<file path="src/rtl/somador_pkg.sv">
// Shared helpers for the pipelined adder/subtractor: segment sizing and
// configuration legality.
package somador_pkg;

   // Width of the slice of the operands that each pipeline stage adds.
   function automatic int seg_count(input int width, input int stages);
      return width / stages;
   endfunction

   // Legal only when the word splits into equal, non-empty segments.
   function automatic bit cfg_ok(input int width, input int stages);
      return (stages >= 1) && (stages <= width) && ((width % stages) == 0);
   endfunction

endpackage

</file>
<file path="src/rtl/somador_segmento.sv">
// SEG-bit combinational ripple adder. Also exposes the carry entering the
// MSB so the owner can derive signed overflow.
module somador_segmento #(
   parameter int SEG = 4
) (
   input  logic [SEG-1:0] x,
   input  logic [SEG-1:0] y,
   input  logic           ci,
   output logic [SEG-1:0] sum,
   output logic           co,
   output logic           c_msb
);

   logic [SEG:0] c;

   // Bit-serial ripple through the segment.
   always_comb begin
      c    = '0;
      sum  = '0;
      c[0] = ci;
      for (int i = 0; i < SEG; i++) begin
         sum[i]   = x[i] ^ y[i] ^ c[i];
         c[i + 1] = (x[i] & y[i]) | (c[i] & (x[i] ^ y[i]));
      end
   end

   assign co    = c[SEG];
   assign c_msb = c[SEG - 1];

endmodule

</file>
<file path="src/rtl/somador_pipeline.sv">
// Pipelined two's-complement adder/subtractor. Stage k adds segment k and
// hands its carry to stage k+1; unprocessed upper operand bits travel ahead
// (skew) and finished lower sum bits travel behind (deskew).
//
// Handshake: a transfer happens on a rising edge where valid && ready. The
// whole pipe advances together (adv = !out_valid || out_ready, in_ready = adv);
// when adv is low every stage holds data and valid, so a presented result
// stays stable until out_ready takes it.
module somador_pipeline
   import somador_pkg::*;
#(
   parameter int WIDTH  = 16,
   parameter int STAGES = 4
) (
   input  logic             clk,
   input  logic             rst,
   input  logic             in_valid,
   output logic             in_ready,
   input  logic [WIDTH-1:0] a,
   input  logic [WIDTH-1:0] b,
   input  logic             cin,
   input  logic             sub,
   output logic             out_valid,
   input  logic             out_ready,
   output logic [WIDTH-1:0] s,
   output logic             cout,
   output logic             ovf
);

   localparam int SEG = seg_count(WIDTH, STAGES);

   if (!cfg_ok(WIDTH, STAGES)) begin : g_bad_cfg
      $fatal(1, "somador_pipeline: WIDTH must be a multiple of STAGES, 1 <= STAGES <= WIDTH");
   end

   logic adv;
   assign adv      = !out_valid || out_ready;
   assign in_ready = adv;

   for (genvar k = 0; k < STAGES; k++) begin : g_stage
      localparam int IW = WIDTH - k * SEG;  // operand bits still to add entering stage k
      localparam int DW = (k + 1) * SEG;    // result bits known leaving stage k

      logic [IW-1:0]  a_in;
      logic [IW-1:0]  b_in;
      logic           c_in;
      logic           v_in;
      logic [DW-1:0]  s_next;
      logic [SEG-1:0] seg_sum;
      logic           seg_co;
      logic [DW-1:0]  s_q;
      logic           c_q;
      logic           v_q;

      if (k == 0) begin : g_src
         // Subtraction is a + ~b + 1; cin only matters when adding.
         assign a_in   = a;
         assign b_in   = sub ? ~b : b;
         assign c_in   = sub | cin;
         assign v_in   = in_valid;
         assign s_next = seg_sum;
      end else begin : g_src
         assign a_in   = g_stage[k-1].g_mid.a_q;
         assign b_in   = g_stage[k-1].g_mid.b_q;
         assign c_in   = g_stage[k-1].c_q;
         assign v_in   = g_stage[k-1].v_q;
         assign s_next = {seg_sum, g_stage[k-1].s_q};
      end

      if (k == STAGES - 1) begin : g_top
         logic seg_cm;
         logic f_q;

         somador_segmento #(.SEG(SEG)) u_seg (
            .x     (a_in),
            .y     (b_in),
            .ci    (c_in),
            .sum   (seg_sum),
            .co    (seg_co),
            .c_msb (seg_cm)
         );

         // Signed overflow: carry into the word MSB differs from carry out.
         always_ff @(posedge clk or posedge rst) begin
            if (rst)               f_q <= 1'b0;
            else if (adv && v_in) f_q <= seg_cm ^ seg_co;
         end
      end else begin : g_mid
         logic              cm_unused;  // only the top segment's MSB carry matters
         logic [IW-SEG-1:0] a_q;
         logic [IW-SEG-1:0] b_q;

         somador_segmento #(.SEG(SEG)) u_seg (
            .x     (a_in[SEG-1:0]),
            .y     (b_in[SEG-1:0]),
            .ci    (c_in),
            .sum   (seg_sum),
            .co    (seg_co),
            .c_msb (cm_unused)
         );

         // Skew registers: upper operand segments not yet added.
         always_ff @(posedge clk or posedge rst) begin
            if (rst) begin
               a_q <= '0;
               b_q <= '0;
            end else if (adv && v_in) begin
               a_q <= a_in[IW-1:SEG];
               b_q <= b_in[IW-1:SEG];
            end
         end
      end

      // Stage valid follows data; data loads only with a valid token so
      // undriven operands during bubbles never reach the result.
      always_ff @(posedge clk or posedge rst) begin
         if (rst) begin
            v_q <= 1'b0;
            c_q <= 1'b0;
            s_q <= '0;
         end else if (adv) begin
            v_q <= v_in;
            if (v_in) begin
               s_q <= s_next;
               c_q <= seg_co;
            end
         end
      end
   end

   assign s         = g_stage[STAGES-1].s_q;
   assign cout      = g_stage[STAGES-1].c_q;
   assign out_valid = g_stage[STAGES-1].v_q;
   assign ovf       = g_stage[STAGES-1].g_top.f_q;

endmodule

</file>
<file path="config.mk">
export PLATFORM = sky130hd
export DESIGN_NAME = somador_pipeline
export DESIGN_NICKNAME = d
export VERILOG_FILES = /design/src/rtl/somador_pkg.sv /design/src/rtl/somador_segmento.sv /design/src/rtl/somador_pipeline.sv
export SDC_FILE = /design/constraint.sdc
export NUM_CORES = 1
export LEC_CHECK = 0
export BUFFER_PORTS_ARGS = -buffer_cell sky130_fd_sc_hd__buf_2
export CORE_MARGIN = 1.5
export CORE_UTILIZATION = 52
export DETAILED_ROUTE_END_ITERATION = 16
export GPL_ROUTABILITY_DRIVEN = 0
export PLACE_DENSITY = 0.75
export REMOVE_ABC_BUFFERS = 1
export SLEW_MARGIN = 40
export SYNTH_ARGS = -nofsm -noshare
export SYNTH_HDL_FRONTEND = slang
export SYNTH_SLANG_ARGS = --single-unit
</file>
<file path="constraint.sdc">
create_clock -name clk -period 2.9 [get_ports clk]
set_input_delay 0.29 -clock clk [delete_from_list [all_inputs] [get_ports clk]]
set_output_delay 0.29 -clock clk [all_outputs]
set_load 0.01 [all_outputs]
</file>
==> run_results.csv, run 1 <==
group,metric,value,unit
outcome,status,"completed",
sta,setup_tns,0,ns
final_layout,multi_input_comb_area,1670,sq um
sta,skew,0.00556,ns
pwr,peakVddDrop,0.369,mV
worst_setup_path,cp.arrival,2.52,ns
pwr,powerDensity,1080,nW/um^2
logic_synthesis,yosys.area.top_type,"dfrtp_1",
routing,ant_nets,0,
floorplan,initial_utilization,53.2,%
worst_setup_path,end_kind,"flip-flop",
logic_synthesis,async_reset_ff_share,100,%
clock_tree,ctsHoldBuffers,0,
logic_synthesis,synth_seq_cells,97,
logic_synthesis,synth_edf_count,0,
sta,hold_viol_final,0,
clock_tree,cts_post_setup_buffers_inserted,0,
logic_synthesis,yosys-top-cells-count,"97 x dfrtp_1, 42 x mux2_2, 31 x a21oi_1, 31 x inv_1, 27 x mux2_4",
worst_setup_path,reg2reg_slack,0.63,ns
clock_tree,cts_tree,"yes",
routing,dr.first_iter.drc_count,68,
clock_tree,path_clk_slew,0.09,ns
logic_synthesis,yosysWarnings,0,
floorplan,dieHeight,94.2,microns
routing,viasPerCell,5.13,
logic_synthesis,synthDistinctLibCells,23,
floorplan,core,8130,sq um
min_path,hold_class,"in2async",
final_layout,utilization,60.2,%
floorplan,core.rowCount,33,
routing,wire_per_inst,14.9,microns
worst_setup_path,r2r_cells,9,
floorplan,dieArea,8870,sq um
logic_synthesis,ys_seq_area_share,56.1,%
final_layout,layout-drive-gt1-share,41.6,%
sta,slew_headroom,55.3,%
grt,grt_pass1_wl,11900,microns
sta,rsz0062_at_grt,"false",
logic_synthesis,syn_area_per_cell,14.2,sq um
final_layout,nNetsFinal,414,
sta,max_freq,440,MHz
worst_setup_path,rr_startpoint,"g_stage[2].c_q$_DFFE_PP0P_",
worst_setup_path,required,3.15,ns
sta,min_period_over_period,78.3,%
clock_tree,clockBufferDepth,2,
grt,grt.total_usage,17.9,%
sta,setup_viol_count_final,0,
grt,grt_pass1_vias,2503,
final_layout,stdcell_count,470,
final_layout,seq_area,2430,sq um
logic_synthesis,synthesis.area,4320,sq um
logic_synthesis,yosysTopAreaCellShare,56.1,%
worst_setup_path,cp_max_fo,2,
routing,num_vias,2409,
worst_setup_path,start_kind,"flip-flop",
place,hpwl,4800,microns
clock_tree,cts_inserted_buffers,9,
worst_setup_path,worstSetupPathType,"reg2reg",
place,place_ws,0.429,ns
sta,fin_ws,0.630,ns
final_layout,synthToLayoutAreaGrowth,13.2,%
pwr,leakagePower,2.31,nW
job,max_cap_viol_count,0,
logic_synthesis,synthMostInstantiatedCell,"dfrtp_1",
clock_tree,clock-sinks,97,
grt,overflow,0,
sta,period_minus_slack,2.27,ns
sta,tightest_slew,0.668,ns
final_layout,antenna_cells,0,
place,placed_cells,454,
worst_setup_path,worstReg2RegEnd,"ovf$_DFFE_PP0P_",
floorplan,ios,58,
sta,slew_violations,0,
routing,wl,7020,microns
place,port_buffers,57,
clock_tree,clock_latency,0.35,ns
logic_synthesis,synth_flop_cell,"dfrtp_1",
logic_synthesis,synth_cells,304,
final_layout,fillers,628,
logic_synthesis,synth_area_leaders,"dfrtp_1 56%, mux2_2 11%, mux2_4 9.4%",
clock_tree,cts_resized,0,
grt,antenna_found_initial,0,
clock_tree,htree_levels,3,
routing,drcViolationCount,0,
routing,firstDrtPassIters,4,
clock_tree,cts-root-buf,"clkbuf_8",
grt,grt_max_degree,54,
floorplan,dieWidth,94.2,microns
## metrics by stage
stage / hold slack (ns) / area, sq um / power (W)
finish: 0.0144 / 4900 / 0.00526
global route: 0.0680 / 4900 / 0.00567
CTS: 0.0410 / 4900 / 0.00533
detailed placement: 0.432 / 4670 / 0.00436
global placement: 0.431 / 4670 / 0.00425
floorplan: 0.428 / 4210 / 0.00381
## cell usage in the layout, fill, tap and decap left out, drive strengths merged, types with 2 or more instances in the layout
| cell type | Yosys | routed |
|---|---|---|
| a21oi | 31 | 31 |
| a31oi | 7 | 7 |
| buf | 14 | 62 |
| bufinv | 0 | 2 |
| clkbuf | 3 | 10 |
| clkinv | 0 | 2 |
| dfrtp | 97 | 97 |
| fa | 16 | 16 |
| inv | 31 | 32 |
| mux2 | 69 | 69 |
| mux2i | 2 | 2 |
| nand2 | 4 | 4 |
| nand3 | 4 | 4 |
| o21ai | 6 | 6 |
| xnor2 | 13 | 13 |
| xor2 | 4 | 4 |
## worst max-delay path, stage by stage (launching register included)
cell     delay, ns
dfrtp_1       0.42
fa_1          0.44
inv_1         0.08
fa_1          0.15
inv_1         0.05
fa_1          0.40
inv_1         0.09
fa_1          0.21
xnor2_1       0.07
mux2_4        0.26
## layout make-up
class | instances | area share (%)
Sequential cell | 97 | 49.6
Multi-Input combinational cell | 159 | 34.1
Timing Repair Buffer | 62 | 6.59
Clock buffer | 10 | 2.81
Tap cell | 105 | 2.68
Inverter | 31 | 2.43
Clock inverter | 6 | 1.84
## worst max-delay path by stage
| stage | slack [ns] | depth (start not counted) | to | startpoint |
|---|---|---|---|---|
| after floorplan | 0.08 | 1 | cout$_DFFE_PP0P_ | rst |
| after global placement | 0.48 | 10 | g_stage[0].s_q[3]$_DFFE_PP0P_ | sub |
| after detailed placement | 0.43 | 10 | g_stage[0].s_q[3]$_DFFE_PP0P_ | sub |
| after CTS | 0.61 | 9 | ovf$_DFFE_PP0P_ | g_stage[2].c_q$_DFFE_PP0P_ |
| after global routing | 0.48 | 8 | s[15]$_DFFE_PP0P_ | g_stage[2].c_q$_DFFE_PP0P_ |
| final | 0.63 | 9 | ovf$_DFFE_PP0P_ | g_stage[2].c_q$_DFFE_PP0P_ |
## logic make-up after synthesis
family | count (synthesis) | share of synthesized area, %
AOI/OAI and AO/OA | 44 | 5.30
muxes | 71 | 20.8
and+or+nand+nor | 11 | 1.65
DFF | 97 | 56.1
adders and majority gates | 16 | 7.41
buffers and inverters | 48 | 5.29
xor gates and xnor gates | 17 | 3.44
## sequential cells by signal, indices dropped and copies added, names as in the netlist
| register | count |
|---|---|
| out_valid | 1 |
| s | 16 |
| g_stage.g_mid.a_q | 24 |
| g_stage.g_mid.b_q | 24 |
| ovf | 1 |
| g_stage.s_q | 24 |
| g_stage.c_q | 3 |
| g_stage.v_q | 3 |
| cout | 1 |
## metal layers
metal,GRT usage (%),vias up,wire [microns],share of wire (%)
met5,0,-,0,0
met4,7.59,0,148,2.1
met3,2.91,11,262,3.7
met2,29.4,52,3530,50
met1,23.5,1227,3080,44
li1,-,1119,-,-
## power by group
| group | total (W) | internal, W | leakage [nW] | switching, W |
|---|---|---|---|---|
| Combinational | 0.00195 | 0.00112 | 1.08 | 0.000831 |
| Clock | 0.000970 | 0.000512 | 0.113 | 0.000457 |
| Sequential | 0.00234 | 0.00197 | 1.11 | 0.000371 |
No activity file was read; power rests on OpenSTA's default activity.
==> run 2, diff against run 1 <==
- ABC_AREA: not set -> 1
- clock period: 2.9 -> 1.83 ns (I/O delays scaled with it)
==> run_results.csv, run 2 <==
group,metric,value,unit
pwr,peakVddDrop,0.635,mV
routing,firstDrtPassIters,4,
grt,grt.total_usage,20.8,%
clock_tree,clock_latency,0.36,ns
routing,ant_nets,0,
logic_synthesis,yosysTopAreaCellShare,53.5,%
floorplan,core,8340,sq um
grt,grt_pass1_vias,3206,
sta,skew,0.0101,ns
pwr,leakagePower,2.91,nW
worst_setup_path,crit_chain,"fa_2 -> inv_2 -> fa_2 -> inv_2 -> fa_2 -> inv_2 -> fa_1 -> nand3b_1 -> nand2_1",
worst_setup_path,crit_slowest_cell,"dfrtp_1",
logic_synthesis,yosysWarnings,0,
job,max_cap_viol_count,0,
logic_synthesis,synthesis.area,4540,sq um
logic_synthesis,syn_area_per_cell,8.68,sq um
logic_synthesis,async_reset_ff_share,100,%
sta,period_minus_slack,2.18,ns
final_layout,layout-drive-gt1-share,20.8,%
clock_tree,cts_tree,"yes",
clock_tree,cts-root-buf,"clkbuf_8",
routing,viasPerCell,4.86,
sta,tightest_slew,0.513,ns
sta,slew_headroom,65.8,%
logic_synthesis,yosys-top-cells-count,"243 x nand2_1, 97 x dfrtp_1, 72 x nand3_1, 44 x inv_1, 16 x fa_1",
clock_tree,clock-sinks,97,
floorplan,dieWidth,96.4,microns
routing,wire_per_inst,12.2,microns
grt,overflow,0,
place,port_buffers,57,
sta,fin_ws,-0.348,ns
logic_synthesis,ys_seq_area_share,53.5,%
worst_setup_path,cp.arrival,2.47,ns
sta,setup_viol_count_final,8,
worst_setup_path,start_kind,"flip-flop",
worst_setup_path,r2r_cells,9,
sta,max_freq,459,MHz
final_layout,largestRegisters,"g_stage.g_mid.a_q x24, g_stage.g_mid.b_q x24, g_stage.s_q x24",
place,place_area,4890,sq um
routing,drcViolationCount,0,
routing,wl,8370,microns
routing,num_vias,3343,
worst_setup_path,end_kind,"flip-flop",
place,hpwl,5760,microns
sta,min_period_over_period,119,%
floorplan,core.rowCount,33,
routing,dr.first_iter.drc_count,168,
clock_tree,cts_inserted_buffers,9,
grt,grt_pass1_wl,14700,microns
final_layout,design_area,5180,sq um
clock_tree,path_clk_slew,0.09,ns
final_layout,fillers,735,
logic_synthesis,synth_seq_cells,97,
logic_synthesis,synthDistinctLibCells,17,
logic_synthesis,synthMostInstantiatedCell,"nand2_1",
worst_setup_path,cp_max_fo,2,
final_layout,final_common_cell,"nand2_1",
logic_synthesis,yosys.area.top_type,"dfrtp_1",
worst_setup_path,cpPeakStageDelay,0.41,ns
final_layout,antenna_cells,0,
logic_synthesis,synth_area_leaders,"dfrtp_1 53%, nand2_1 20%, nand3_1 7.9%",
worst_setup_path,worstSetupPathType,"reg2reg",
outcome,failed_checks,"negative setup slack",
sta,slew_violations,0,
final_layout,synthToLayoutAreaGrowth,14.1,%
final_layout,final_cell_mix,"243 x nand2_1, 97 x dfrtp_1, 70 x nand3_1",
floorplan,ios,58,
worst_setup_path,required,2.12,ns
min_path,min_path_cells,3,
logic_synthesis,synth_flop_cell,"dfrtp_1",
grt,grt_max_degree,57,
clock_tree,htree_levels,3,
worst_setup_path,reg2reg_slack,-0.35,ns
final_layout,nNetsFinal,634,
logic_synthesis,synth_cells,523,
sta,rsz0062_at_grt,"true",
outcome,status,"finished with violations",
logic_synthesis,synth_edf_count,0,
grt,antenna_found_initial,0,
pwr,power,0.00758,W
pwr,powerDensity,1460,nW/um^2
min_path,hold_class,"in2reg",
floorplan,initial_utilization,54.4,%
sta,hold_viol_final,0,
final_layout,utilization,62.1,%
floorplan,dieHeight,96.4,microns
floorplan,dieArea,9300,sq um
sta,fin_hold_ws,0.0475,ns
clock_tree,clockBufferDepth,2,
run 2: repair_timing:
action / in CTS / in global routing
endpoints found under the setup margin: 10 / 11
pin swaps: 11 / 7
endpoints found under the hold margin: 28 / 0
buffers inserted: 3 / 1
hold buffers: 1 / 0
gates resized for setup: 28 / 5
run 2: logic make-up (layout without fill, tap and decap cells):
family	Yosys count	in the layout	synth area share (%)
AO/OA/AOI/OAI	3	3	0.331
adder cells (fa/ha/maj)	16	16	7.06
buffers and inverters	74	134	8.16
XOR/XNOR	4	4	0.772
AND/OR/NAND/NOR	329	329	30.2
flip-flops	97	97	53.5
run 2: worst max-delay path, delay by kind of cell, from the launching register on:
kind / cells / cell delay (ns)
DFF: 1 / 0.41
buffers and inverters: 3 / 0.17
adders and majority gates: 4 / 1.30
and+or+nand+nor: 2 / 0.23
run 2: power breakdown:
group / leakage, nW / internal (W) / switching [W]
combinational: 1.60 / 0.00117 / 0.00166
sequential: 1.22 / 0.00300 / 0.000509
clock: 0.0871 / 0.000549 / 0.000698
total: 2.91 / 0.00472 / 0.00286
run 2: final timing paths:
check / startpoint / end
setup / recovery: g_stage[2].g_mid.b_q[0]$_DFFE_PP0P_ / s[15]$_DFFE_PP0P_
setup reg to reg: g_stage[2].g_mid.b_q[0]$_DFFE_PP0P_ / s[15]$_DFFE_PP0P_
hold / removal: a[4] / g_stage[0].g_mid.a_q[0]$_DFFE_PP0P_
max in group asynchronous: rst / g_stage[2].s_q[8]$_DFFE_PP0P_
min in group asynchronous: rst / g_stage[2].v_q$_DFFE_PP0N_
hold reg to reg: s[3]$_DFFE_PP0P_ / s[3]$_DFFE_PP0P_
run 2: area by class of cell:
class                   count  area (sq um)  share of cell area (%)
repair buffers             76           483                    9.33
flip-flops and latches     97          2430                    46.9
multi-input cells         352          1800                    34.8
clock inverters             3          17.5                   0.338
clock buffers              11           151                    2.92
inverters                  44           166                    3.21
well taps                 105           131                    2.54
run 2: per-layer routing:
layer / track usage (%) / wire (microns) / vias to the layer above
met5: 0 / 0 / -
met4: 10.3 / 207 / 0
met3: 2.74 / 303 / 16
met2: 33.7 / 3900 / 72
met1: 27.8 / 3960 / 1550
li1: - / - / 1705
run 2: stage by stage:
stage / TNS (ns) / setup slack [ns] / instances
2_1_floorplan: -115.21 / -0.887 / 493
3_3_place_gp: -2.43 / -0.442 / 669
3_5_place_dp: -3.19 / -0.548 / 669
4_1_cts: -1.62 / -0.366 / 687
5_1_grt: -2.39 / -0.430 / 688
6_report: -1.52 / -0.348 / 688
